$ cat config.mk
export PLATFORM = sky130hd
export DESIGN_NAME = time_entry_loader
export DESIGN_NICKNAME = d
export VERILOG_FILES = /design/src/rtl/microwave_pkg.sv /design/src/rtl/bcd_time_normalize.sv /design/src/rtl/time_entry_loader.sv
export SDC_FILE = /design/constraint.sdc
export NUM_CORES = 1
export LEC_CHECK = 0
export ABC_AREA = 1
export BUFFER_PORTS_ARGS = -buffer_cell sky130_fd_sc_hd__buf_4
export CAP_MARGIN = 20
export CELL_PAD_IN_SITES_DETAIL_PLACEMENT = 1
export CELL_PAD_IN_SITES_GLOBAL_PLACEMENT = 2
export CORE_MARGIN = 2
export CORE_UTILIZATION = 31
export CTS_BUF_LIST = sky130_fd_sc_hd__clkbuf_2 sky130_fd_sc_hd__clkbuf_4 sky130_fd_sc_hd__clkbuf_8
export DETAILED_ROUTE_END_ITERATION = 12
export PLACE_DENSITY = 0.81
export REMOVE_ABC_BUFFERS = 1
export SETUP_SLACK_MARGIN = 0.3
export SKIP_LAST_GASP = 1
export SYNTH_ARGS = -nofsm -noshare
export SYNTH_HDL_FRONTEND = slang
export SYNTH_SLANG_ARGS = --single-unit
export TNS_END_PERCENT = 20
$ cat constraint.sdc
create_clock -name clk -period 2.1 [get_ports clk]
set_input_delay 0.42 -clock clk [delete_from_list [all_inputs] [get_ports clk]]
set_output_delay 0.42 -clock clk [all_outputs]
set_load 0.01 [all_outputs]
$ cat src/rtl/microwave_pkg.sv
// Shared types and constants for the microwave keypad/timer path.
package microwave_pkg;
  localparam int DIGIT_W      = 4;
  localparam int BCD_MAX      = 9;
  localparam int SEC_TENS_MAX = 5;

  typedef enum logic [2:0] {IDLE, ENTRY, NORM, LOAD, RUN} state_t;
endpackage

$ cat src/rtl/bcd_time_normalize.sv
// Folds a seconds-tens digit above 5 into the minutes digit, saturating at 9:59.
module bcd_time_normalize
  import microwave_pkg::*;
#(
  parameter int DIGIT_W = microwave_pkg::DIGIT_W
) (
  input  logic [DIGIT_W-1:0] min_ones,
  input  logic [DIGIT_W-1:0] sec_tens,
  output logic [DIGIT_W-1:0] norm_min,
  output logic [DIGIT_W-1:0] norm_tens,
  output logic               sat
);
  always_comb begin
    norm_min  = min_ones;
    norm_tens = sec_tens;
    sat       = 1'b0;
    if (sec_tens > DIGIT_W'(SEC_TENS_MAX)) begin
      if (min_ones < DIGIT_W'(BCD_MAX)) begin
        norm_min  = min_ones + DIGIT_W'(1);
        norm_tens = sec_tens - DIGIT_W'(6);
      end else begin
        // no room for a carry: clamp the whole display to 9:59
        norm_tens = DIGIT_W'(SEC_TENS_MAX);
        sat       = 1'b1;
      end
    end
  end
endmodule

$ cat src/rtl/time_entry_loader.sv
// Keypad entry, normalisation and load/run sequencing for the BCD down-counter chain.
module time_entry_loader
  import microwave_pkg::*;
#(
  parameter int MAX_DIGITS = 3,
  parameter int DIGIT_W    = microwave_pkg::DIGIT_W
) (
  input  logic               clk,
  input  logic               clr,
  input  logic               key_valid,
  input  logic [DIGIT_W-1:0] key_digit,
  input  logic               start,
  input  logic               cancel,
  input  logic               timer_zero,
  output logic [DIGIT_W-1:0] min_ones,
  output logic [DIGIT_W-1:0] sec_tens,
  output logic [DIGIT_W-1:0] sec_ones,
  output logic               loadn,
  output logic               run,
  output logic               busy
);
  localparam int                CNT_W   = $clog2(MAX_DIGITS + 1);
  localparam logic [CNT_W-1:0]  CNT_MAX = CNT_W'(MAX_DIGITS);

  state_t             state, nxt;
  logic [CNT_W-1:0]   cnt, ncnt;
  logic [DIGIT_W-1:0] nmo, nst, nso;
  logic [DIGIT_W-1:0] norm_min, norm_tens;
  logic               sat, key_ok, do_clr;

  bcd_time_normalize #(.DIGIT_W(DIGIT_W)) u_norm (
    .min_ones (min_ones),
    .sec_tens (sec_tens),
    .norm_min (norm_min),
    .norm_tens(norm_tens),
    .sat      (sat)
  );

  assign key_ok = key_valid && (key_digit <= DIGIT_W'(BCD_MAX)) && (cnt < CNT_MAX);

  always_comb begin
    nxt    = state;
    nmo    = min_ones;
    nst    = sec_tens;
    nso    = sec_ones;
    ncnt   = cnt;
    do_clr = 1'b0;
    case (state)
      IDLE: begin
        if (cancel) do_clr = 1'b1;
        else if (key_ok) begin
          {nmo, nst, nso} = {sec_tens, sec_ones, key_digit};
          ncnt = cnt + CNT_W'(1);
          nxt  = ENTRY;
        end
      end
      ENTRY: begin
        if (cancel) begin
          do_clr = 1'b1;
          nxt    = IDLE;
        end else if (start) begin
          // an all-zero entry has nothing to count down, so drop it
          if ({min_ones, sec_tens, sec_ones} == '0) begin
            do_clr = 1'b1;
            nxt    = IDLE;
          end else nxt = NORM;
        end else if (key_ok) begin
          {nmo, nst, nso} = {sec_tens, sec_ones, key_digit};
          ncnt = cnt + CNT_W'(1);
        end
      end
      NORM: begin
        if (cancel) begin
          do_clr = 1'b1;
          nxt    = IDLE;
        end else begin
          nmo = norm_min;
          nst = norm_tens;
          if (sat) nso = DIGIT_W'(BCD_MAX);
          nxt = LOAD;
        end
      end
      LOAD: begin
        if (cancel) begin
          do_clr = 1'b1;
          nxt    = IDLE;
        end else nxt = RUN;
      end
      RUN: begin
        if (cancel || timer_zero) begin
          do_clr = 1'b1;
          nxt    = IDLE;
        end
      end
      default: begin
        do_clr = 1'b1;
        nxt    = IDLE;
      end
    endcase
    if (do_clr) begin
      nmo  = '0;
      nst  = '0;
      nso  = '0;
      ncnt = '0;
    end
  end

  // strobes are decoded from the next state so they line up with the state register
  always_ff @(posedge clk or posedge clr) begin
    if (clr) begin
      state    <= IDLE;
      cnt      <= '0;
      min_ones <= '0;
      sec_tens <= '0;
      sec_ones <= '0;
      loadn    <= 1'b1;
      run      <= 1'b0;
      busy     <= 1'b0;
    end else begin
      state    <= nxt;
      cnt      <= ncnt;
      min_ones <= nmo;
      sec_tens <= nst;
      sec_ones <= nso;
      loadn    <= (nxt != LOAD);
      run      <= (nxt == RUN);
      busy     <= (nxt == LOAD) || (nxt == RUN);
    end
  end
endmodule

Word level (Yosys, flattened, before mapping)

Index checks and enable logic that the tools add are counted.

$add $sub $neg: 3
$lt $le $gt $ge: 4
Eq/ne operators: 14
Mux-type cells: 49
Reduce and logical (&&, ||, !) cells: 13

Operators by type and width:

| operator              | count |
|---|---|
| $mux W4               | 23 |
| $pmux W4 S3           | 3 |
| $mux W3               | 6 |
| $ne A3 B3 Y1 const B  | 5 |
| $pmux W3 S5           | 1 |
| $mux W2               | 7 |
| $logic_not A12 Y1     | 1 |
| $reduce_and A6 Y1     | 2 |
| $eq A3 B2 Y1 const B  | 3 |
| $ne A3 B2 Y1 const B  | 3 |
| $mux W1               | 7 |
| $reduce_and A7 Y1     | 1 |
| $eq A3 B3 Y1 const B  | 2 |
| $add A4 B1 Y4 const B | 1 |
| $gt A4 B3 Y1 const B  | 1 |
| $le A4 B4 Y1 const B  | 1 |
| $lt A4 B4 Y1 const B  | 1 |
| $pmux W2 S2           | 1 |
| $reduce_and A4 Y1     | 1 |
| $reduce_bool A4 Y1    | 1 |
| $sub A4 B3 Y4 const B | 1 |
| $eq A3 B1 Y1 const B  | 1 |
| $logic_not A3 Y1      | 1 |
| $pmux W1 S3           | 1 |
| other kinds (6)       | 8 |

Flip-flop bits (word level): 20
Bits of input ports: 10
Output and inout port bits: 15
Word-level logic and storage cells: 91

Depth between registers and ports, before layout

Depth after elaboration: 8
Gate-level depth with buffers: 12
Depth with buffers taken out: 12

Modules after synthesis

From an unflattened synthesis, not the netlist that was laid out.

Cell total of the unflattened synthesis: 203
Area total of the unflattened synthesis: 1,400.1 sq um

Modules (own cells, without submodules):

| module             | times used | cells each | area an instance (sq um) | seq. area each (sq um) |
|---|---|---|---|---|
| time_entry_loader  | 1          | 164        | 1,174.9                  | 501.7 |
| bcd_time_normalize | 1          | 39         | 225.2                    | 0.0 |

Least setup slack after synthesis

No wires, ideal clock.

Path kind: register to register
Start point: register min_ones[0]
End point: register sec_tens[1]
Library setup time: 0.116 ns
Data arrival time: 1.535 ns
Data required time: 1.984 ns
Path slack: 0.449 ns
Stages on the path, launching flop included: 13
Path buffers: 1
Period minus slack after synthesis: 1.651 ns
Path through: dfrtp_1 inv_1 ha_1 nand2_1 nor2_1 nand3_1 nand3_2 or2_1 buf_6 nand3_2 nor2_2 nand2_1 nand2_1

Cells in the longest elaborated chain, start to end: 7
Elaborated cells on any way between the ends: 18
Those cells by class: order compare: 1; eq/ne: 5; mux: 9; reduce/logical: 3

Ends and longest elaborated chain:

| element                                               | RTL line                 | text |
|---|---|---|
| start: declaration                                    | time_entry_loader.sv:15  | `output logic [DIGIT_W-1:0] min_ones,` |
| start signal: assignment                              | time_entry_loader.sv:122 | `min_ones <= nmo;` |
| $logic_not A12 Y1                                     | time_entry_loader.sv:63  | `if ({min_ones, sec_tens, sec_ones} == '0) begin` |
| $mux W1                                               | time_entry_loader.sv:63  |  |
| $mux W1                                               | time_entry_loader.sv:61  | `end else if (start) begin` |
| $mux W1                                               | time_entry_loader.sv:58  | `if (cancel) begin` |
| $pmux W1 S3                                           | time_entry_loader.sv:48  | `case (state)` |
| $ne A3 B2 Y1 (no source line) (tied with other cells) | -                        |  |
| $reduce_and A6 Y1 (no source line)                    | -                        |  |
| end signal: assignment                                | time_entry_loader.sv:123 | `sec_tens <= nst;` |
| end: declaration                                      | time_entry_loader.sv:16  | `output logic [DIGIT_W-1:0] sec_tens,` |

Several ways; a longest one is shown, not always the timed one. The select of a mux whose other input is x is not followed.
A chain may end at the register's enable or synchronous reset.

Worst setup path after layout

Start point: register min_ones[1]
End point: register min_ones[0]

Cells in the longest elaborated chain, start to end: 7
Elaborated cells on any way between the ends: 15
Those cells by class: order compare: 1; eq/ne: 6; mux: 5; reduce/logical: 3

Ends and longest elaborated chain:

| element                                               | RTL line |
|---|---|
| $logic_not A12 Y1                                     | time_entry_loader.sv:63 |
| $mux W1                                               | time_entry_loader.sv:63 |
| $mux W1                                               | time_entry_loader.sv:61 |
| $mux W1                                               | time_entry_loader.sv:58 |
| $pmux W1 S3                                           | time_entry_loader.sv:48 |
| $ne A3 B2 Y1 (no source line) (tied with other cells) | - |
| $reduce_and A7 Y1 (no source line)                    | - |

Several ways; a longest one is shown, not always the timed one.

==> impl_table.tex <==
\begin{tabular}{lr}
\hline
Metric & Value \\
\hline
\multicolumn{2}{l}{\textbf{Cells and area}} \\
\quad Area Overhead vs Synth & 33.5\% \\
\quad Number of fill cells in the layout & 492 \\
\quad Final Cell Area & 1640 um\^{}2 \\
\quad End-of-flow core utilization & 43.7\% \\
\quad Share of final-layout standard cells stronger than drive strength 1 & 29.6\% \\
\quad Final-stage net count & 212 \\
\quad Diodes inserted & 0 \\
\multicolumn{2}{l}{\textbf{Floorplanning}} \\
\quad Die outline width & 66.9 um \\
\quad Area of the core & 3740 um\^{}2 \\
\quad Cell Rows & 22 \\
\quad DIE AREA & 4470 um\^{}2 \\
\quad Top-level port count & 25 \\
\quad Initial core utilization & 32.7\% \\
\quad Die height & 66.9 um \\
\multicolumn{2}{l}{\textbf{Setup path}} \\
\quad Launching element type of the critical path & flip-flop \\
\quad Biggest fanout along the worst timing path & 7 \\
\quad R2r worst-path depth & 11 \\
\quad Kind of capture point of the worst setup path & flip-flop \\
\quad Worst path arrival time & 1.93 ns \\
\quad R2R Path Start & min\_ones[1] \\
\quad Endpoint of the worst-slack reg-to-reg timing path & min\_ones[0] \\
\quad Register-to-register setup slack & 0.33 ns \\
\quad Worst endpoint required time & 2.26 ns \\
\quad Start-to-end type of the worst setup path & reg -> reg \\
\multicolumn{2}{l}{\textbf{Flow run}} \\
\quad Count of maximum capacitance violations & 0 \\
\multicolumn{2}{l}{\textbf{Routing}} \\
\quad Residual DRC & 0 \\
\quad Vias post-DR & 1,191 \\
\quad Post-route ant nets & 0 \\
\quad Drt first-iter violations & 33 \\
\quad Routed length per placed instance & 14.9 um \\
\quad Vias per std cell & 4.88 \\
\quad Iteration count of the initial detailed-routing pass & 4 \\
\quad Detailed-route wire length & 3.64 mm \\
\multicolumn{2}{l}{\textbf{Global routing}} \\
\quad Grt total ovfl & 0 \\
\quad Number of global-route vias before repair & 1,239 \\
\quad Met3 capacity usage during global routing & 2.03\% \\
\quad First-pass GRT wire length & 5.84 mm \\
\quad Number of antenna violations at the first check in global routing & 0 \\
\quad Largest net degree at the start of global routing & 21 \\
\quad Grt peak-use layer & met2 \\
\quad GRT Overall Usage & 17.9\% \\
\quad Global-route track usage on met1 & 21.7\% \\
\quad Met2 track demand over resource in global routing & 31.5\% \\
\multicolumn{2}{l}{\textbf{Placed design}} \\
\quad PortBufs & 24 \\
\quad HPWL after detailed placement & 2.71 mm \\
\quad Total placed instance area & 1470 um\^{}2 \\
\quad Gp weighted congestion & 0.849 \\
\multicolumn{2}{l}{\textbf{Pwr}} \\
\quad Clock power frac & 17.5\% \\
\quad VDD IR max & 0.000395 V \\
\quad Switching power of the nets & 0.000736 W \\
\quad Fraction of power consumed by combinational cells & 46.9\% \\
\quad Pleak & 0.845 nW \\
\quad Internal Power & 0.00102 W \\
\quad Switching share of total power & 42.0\% \\
\quad Reg power frac & 35.7\% \\
\quad Power Dens Cells & 1070 nW/um\^{}2 \\
\multicolumn{2}{l}{\textbf{Timing}} \\
\quad Post-route clock period utilization & 84.2\% \\
\quad Number of max-slew violations in the final report & 0 \\
\quad RSZ-0062 raised after global routing & yes \\
\quad Total count of hold-check failures in the final report & 0 \\
\quad Transition time at the pin with the least slew margin & 0.579 ns \\
\quad Setup clock skew after layout & 0.00511 ns \\
\quad Sum of negative setup slack & 0 ns \\
\quad Normalized max-slew margin & 61.2\% \\
\quad Upper clock frequency limit & 566 MHz \\
\quad Clock period minus final worst setup slack & 1.77 ns \\
\quad Final setup violation count & 0 \\
\multicolumn{2}{l}{\textbf{Yosys}} \\
\quad Adder-cell share of the synthesized area & 5.11\% \\
\quad Share of synthesized cell area in and, or, nand and nor gates & 31.3\% \\
\quad Fraction of registers with async set/reset & 100\% \\
\quad Leading cell types by total area after synthesis & sky130\_fd\_sc\_hd\_\_dfrtp\_1 (39\%), sky130\_fd\_sc\_hd\_\_nand2\_1 (16\%), sky130\_fd\_sc\_hd\_\_inv\_1 (7.0\%) \\
\quad Post-synthesis cell count & 163 \\
\quad Syn\_area\_per\_cell & 7.51 um\^{}2 \\
\quad Synthesized area & 1220 um\^{}2 \\
\quad Synthesis Warnings & 0 \\
\quad Most used flip-flop cell after synthesis & sky130\_fd\_sc\_hd\_\_dfrtp\_1 \\
\quad Number of storage elements in the synthesis netlist & 20 \\
\quad Xor and xnor area share after synthesis & 2.15\% \\
\quad Main combinational cell family by area after synthesis & simple AND/OR/NAND/NOR gates \\
\quad Yosys cell types & 24 \\
\quad Fraction of the mapped netlist area in compound gates & 12.3\% \\
\quad Post-synthesis sequential area ratio & 41.0\% \\
\quad Number of enable flip-flop cells after synthesis & 0 \\
\quad Fraction of post-synthesis cell area in the top cell type by area & 38.8\% \\
\quad Mux contribution to synthesized area & 0\% \\
\quad Library cell occupying the most area in the post-synthesis netlist & sky130\_fd\_sc\_hd\_\_dfrtp\_1 \\
\multicolumn{2}{l}{\textbf{CTS}} \\
\quad Clock Root Buffer & sky130\_fd\_sc\_hd\_\_clkbuf\_8 \\
\quad Hold bufs inserted after CTS & 0 \\
\quad Clk Latency, worst-skew pair & 0.27 ns \\
\quad Total CTS buffers & 3 \\
\quad Reg clk slew, reported paths & 0.08 ns \\
\quad Clock tree from TritonCTS & yes \\
\quad Number of H-tree branching levels & 1 \\
\quad Buffer depth of the longest clock path & 2 \\
\quad Number of sinks driven by the clock tree & 20 \\
\multicolumn{2}{l}{\textbf{Outcome}} \\
\quad Status & completed \\
\multicolumn{2}{l}{\textbf{Min path}} \\
\quad Hold Crit Class & in -> async \\
\hline
\end{tabular}
power by group through the flow:
stage / sequential [W] / combinational (W) / clock, W
global placement: 0.000621 / 0.000688 / 0
CTS: 0.000626 / 0.000713 / 0.000315
global route: 0.000646 / 0.000921 / 0.000324
floorplan: 0.000635 / 0.000392 / 0
finish: 0.000625 / 0.000822 / 0.000306
detailed placement: 0.000631 / 0.000701 / 0
worst max path at each step:
| stage | startpoint | endpoint | slack [ns] | cells past startpoint |
|---|---|---|---|---|
| after CTS | min_ones[0] | sec_tens[2] | 0.28 | 12 |
| after global routing | min_ones[1] | min_ones[0] | 0.17 | 11 |
| after global placement | min_ones[0] | min_ones[0] | 0.31 | 10 |
| final | min_ones[1] | min_ones[0] | 0.33 | 11 |
| after detailed placement | min_ones[0] | min_ones[1] | 0.22 | 11 |
| after floorplan | min_ones[0] | sec_tens[1] | 0.44 | 11 |
synthesized netlist by cell type (2+ instances only):
cell type                 instances
sky130_fd_sc_hd__ha_1             5
sky130_fd_sc_hd__nand3_2          2
sky130_fd_sc_hd__a21oi_1          4
sky130_fd_sc_hd__o21ai_0         10
sky130_fd_sc_hd__nand2_1         52
sky130_fd_sc_hd__o21ai_1          4
sky130_fd_sc_hd__nand3_4          2
sky130_fd_sc_hd__nor2_2           3
sky130_fd_sc_hd__nand4_1          2
sky130_fd_sc_hd__nor2_1          12
sky130_fd_sc_hd__dfrtp_1         19
sky130_fd_sc_hd__xor2_1           2
sky130_fd_sc_hd__nand3_1          5
sky130_fd_sc_hd__o22ai_1          6
sky130_fd_sc_hd__nand2_2          4
sky130_fd_sc_hd__inv_1           23
flip-flops by register name (all words and copies together), names as in the netlist:
signal,count
sec_ones,4
state,3
busy,1
cnt,2
loadn,1
run,1
sec_tens,4
min_ones,4
critical path: stages, from the launching register on:
cell and delay, ns:
sky130_fd_sc_hd__dfrtp_2 0.45, sky130_fd_sc_hd__inv_2 0.10, sky130_fd_sc_hd__ha_4 0.13, sky130_fd_sc_hd__nand2_2 0.04
sky130_fd_sc_hd__nor2_2 0.09, sky130_fd_sc_hd__nand3_2 0.11, sky130_fd_sc_hd__nand3_4 0.14, sky130_fd_sc_hd__nand2_8 0.09
sky130_fd_sc_hd__nand3_4 0.14, sky130_fd_sc_hd__nand4_1 0.20, sky130_fd_sc_hd__nand2_1 0.13, sky130_fd_sc_hd__nand2_1 0.05
layout by cell type, fill, tap and decap left out, drive strengths merged, types with 4 or more instances in the layout:
cell    count
nand2      56
buf        30
inv        24
dfrtp      19
nor2       15
o21ai      14
nand3       9
o22ai       6
ha          5
clkbuf      4
a21oi       4
metal layers:
layer | vias up | wire length, um
li1 | 588 | -
met1 | 583 | 1630
met2 | 15 | 1860
met3 | 5 | 89
met4 | 0 | 66
met5 | - | 0
cell type report:
cell class / instances / area, um^2 / area share, %
Tap cell: 48 / 60.1 / 3.67
Inverter: 24 / 90.1 / 5.51
Sequential cell: 20 / 504 / 30.8
Timing Repair Buffer: 30 / 225 / 13.8
Multi-Input combinational cell: 118 / 701 / 42.8
Clock buffer: 4 / 55.1 / 3.37
cell families (layout without fill, tap and decap cells):
| logic type | after synthesis | count (layout) |
|---|---|---|
| xor gates and xnor gates | 3 | 3 |
| AOI/OAI and AO/OA | 27 | 27 |
| adders and majority gates | 5 | 5 |
| DFF | 20 | 20 |
| and+or+nand+nor | 83 | 83 |
| buffers and inverters | 25 | 58 |
metrics by stage:
| step | cells | hold WS (ns) | total power, W | setup slack [ns] |
|---|---|---|---|---|
| finish | 244 | 0.182 | 0.00175 | 0.333 |
| CTS | 240 | 0.192 | 0.00165 | 0.285 |
| floorplan | 162 | 0.383 | 0.00103 | 0.445 |
| global placement | 236 | 0.472 | 0.00131 | 0.306 |
| detailed placement | 236 | 0.483 | 0.00133 | 0.220 |
| global route | 244 | 0.212 | 0.00189 | 0.169 |
what timing repair did:
item | in CTS | in global routing
pin swaps | 0 | 9
endpoints found under the setup margin | 13 | 14
resized for setup | 3 | 17
endpoints found under the hold margin | 0 | 0
setup buffers | 0 | 4
No activity file was read; power rests on OpenSTA's default activity.
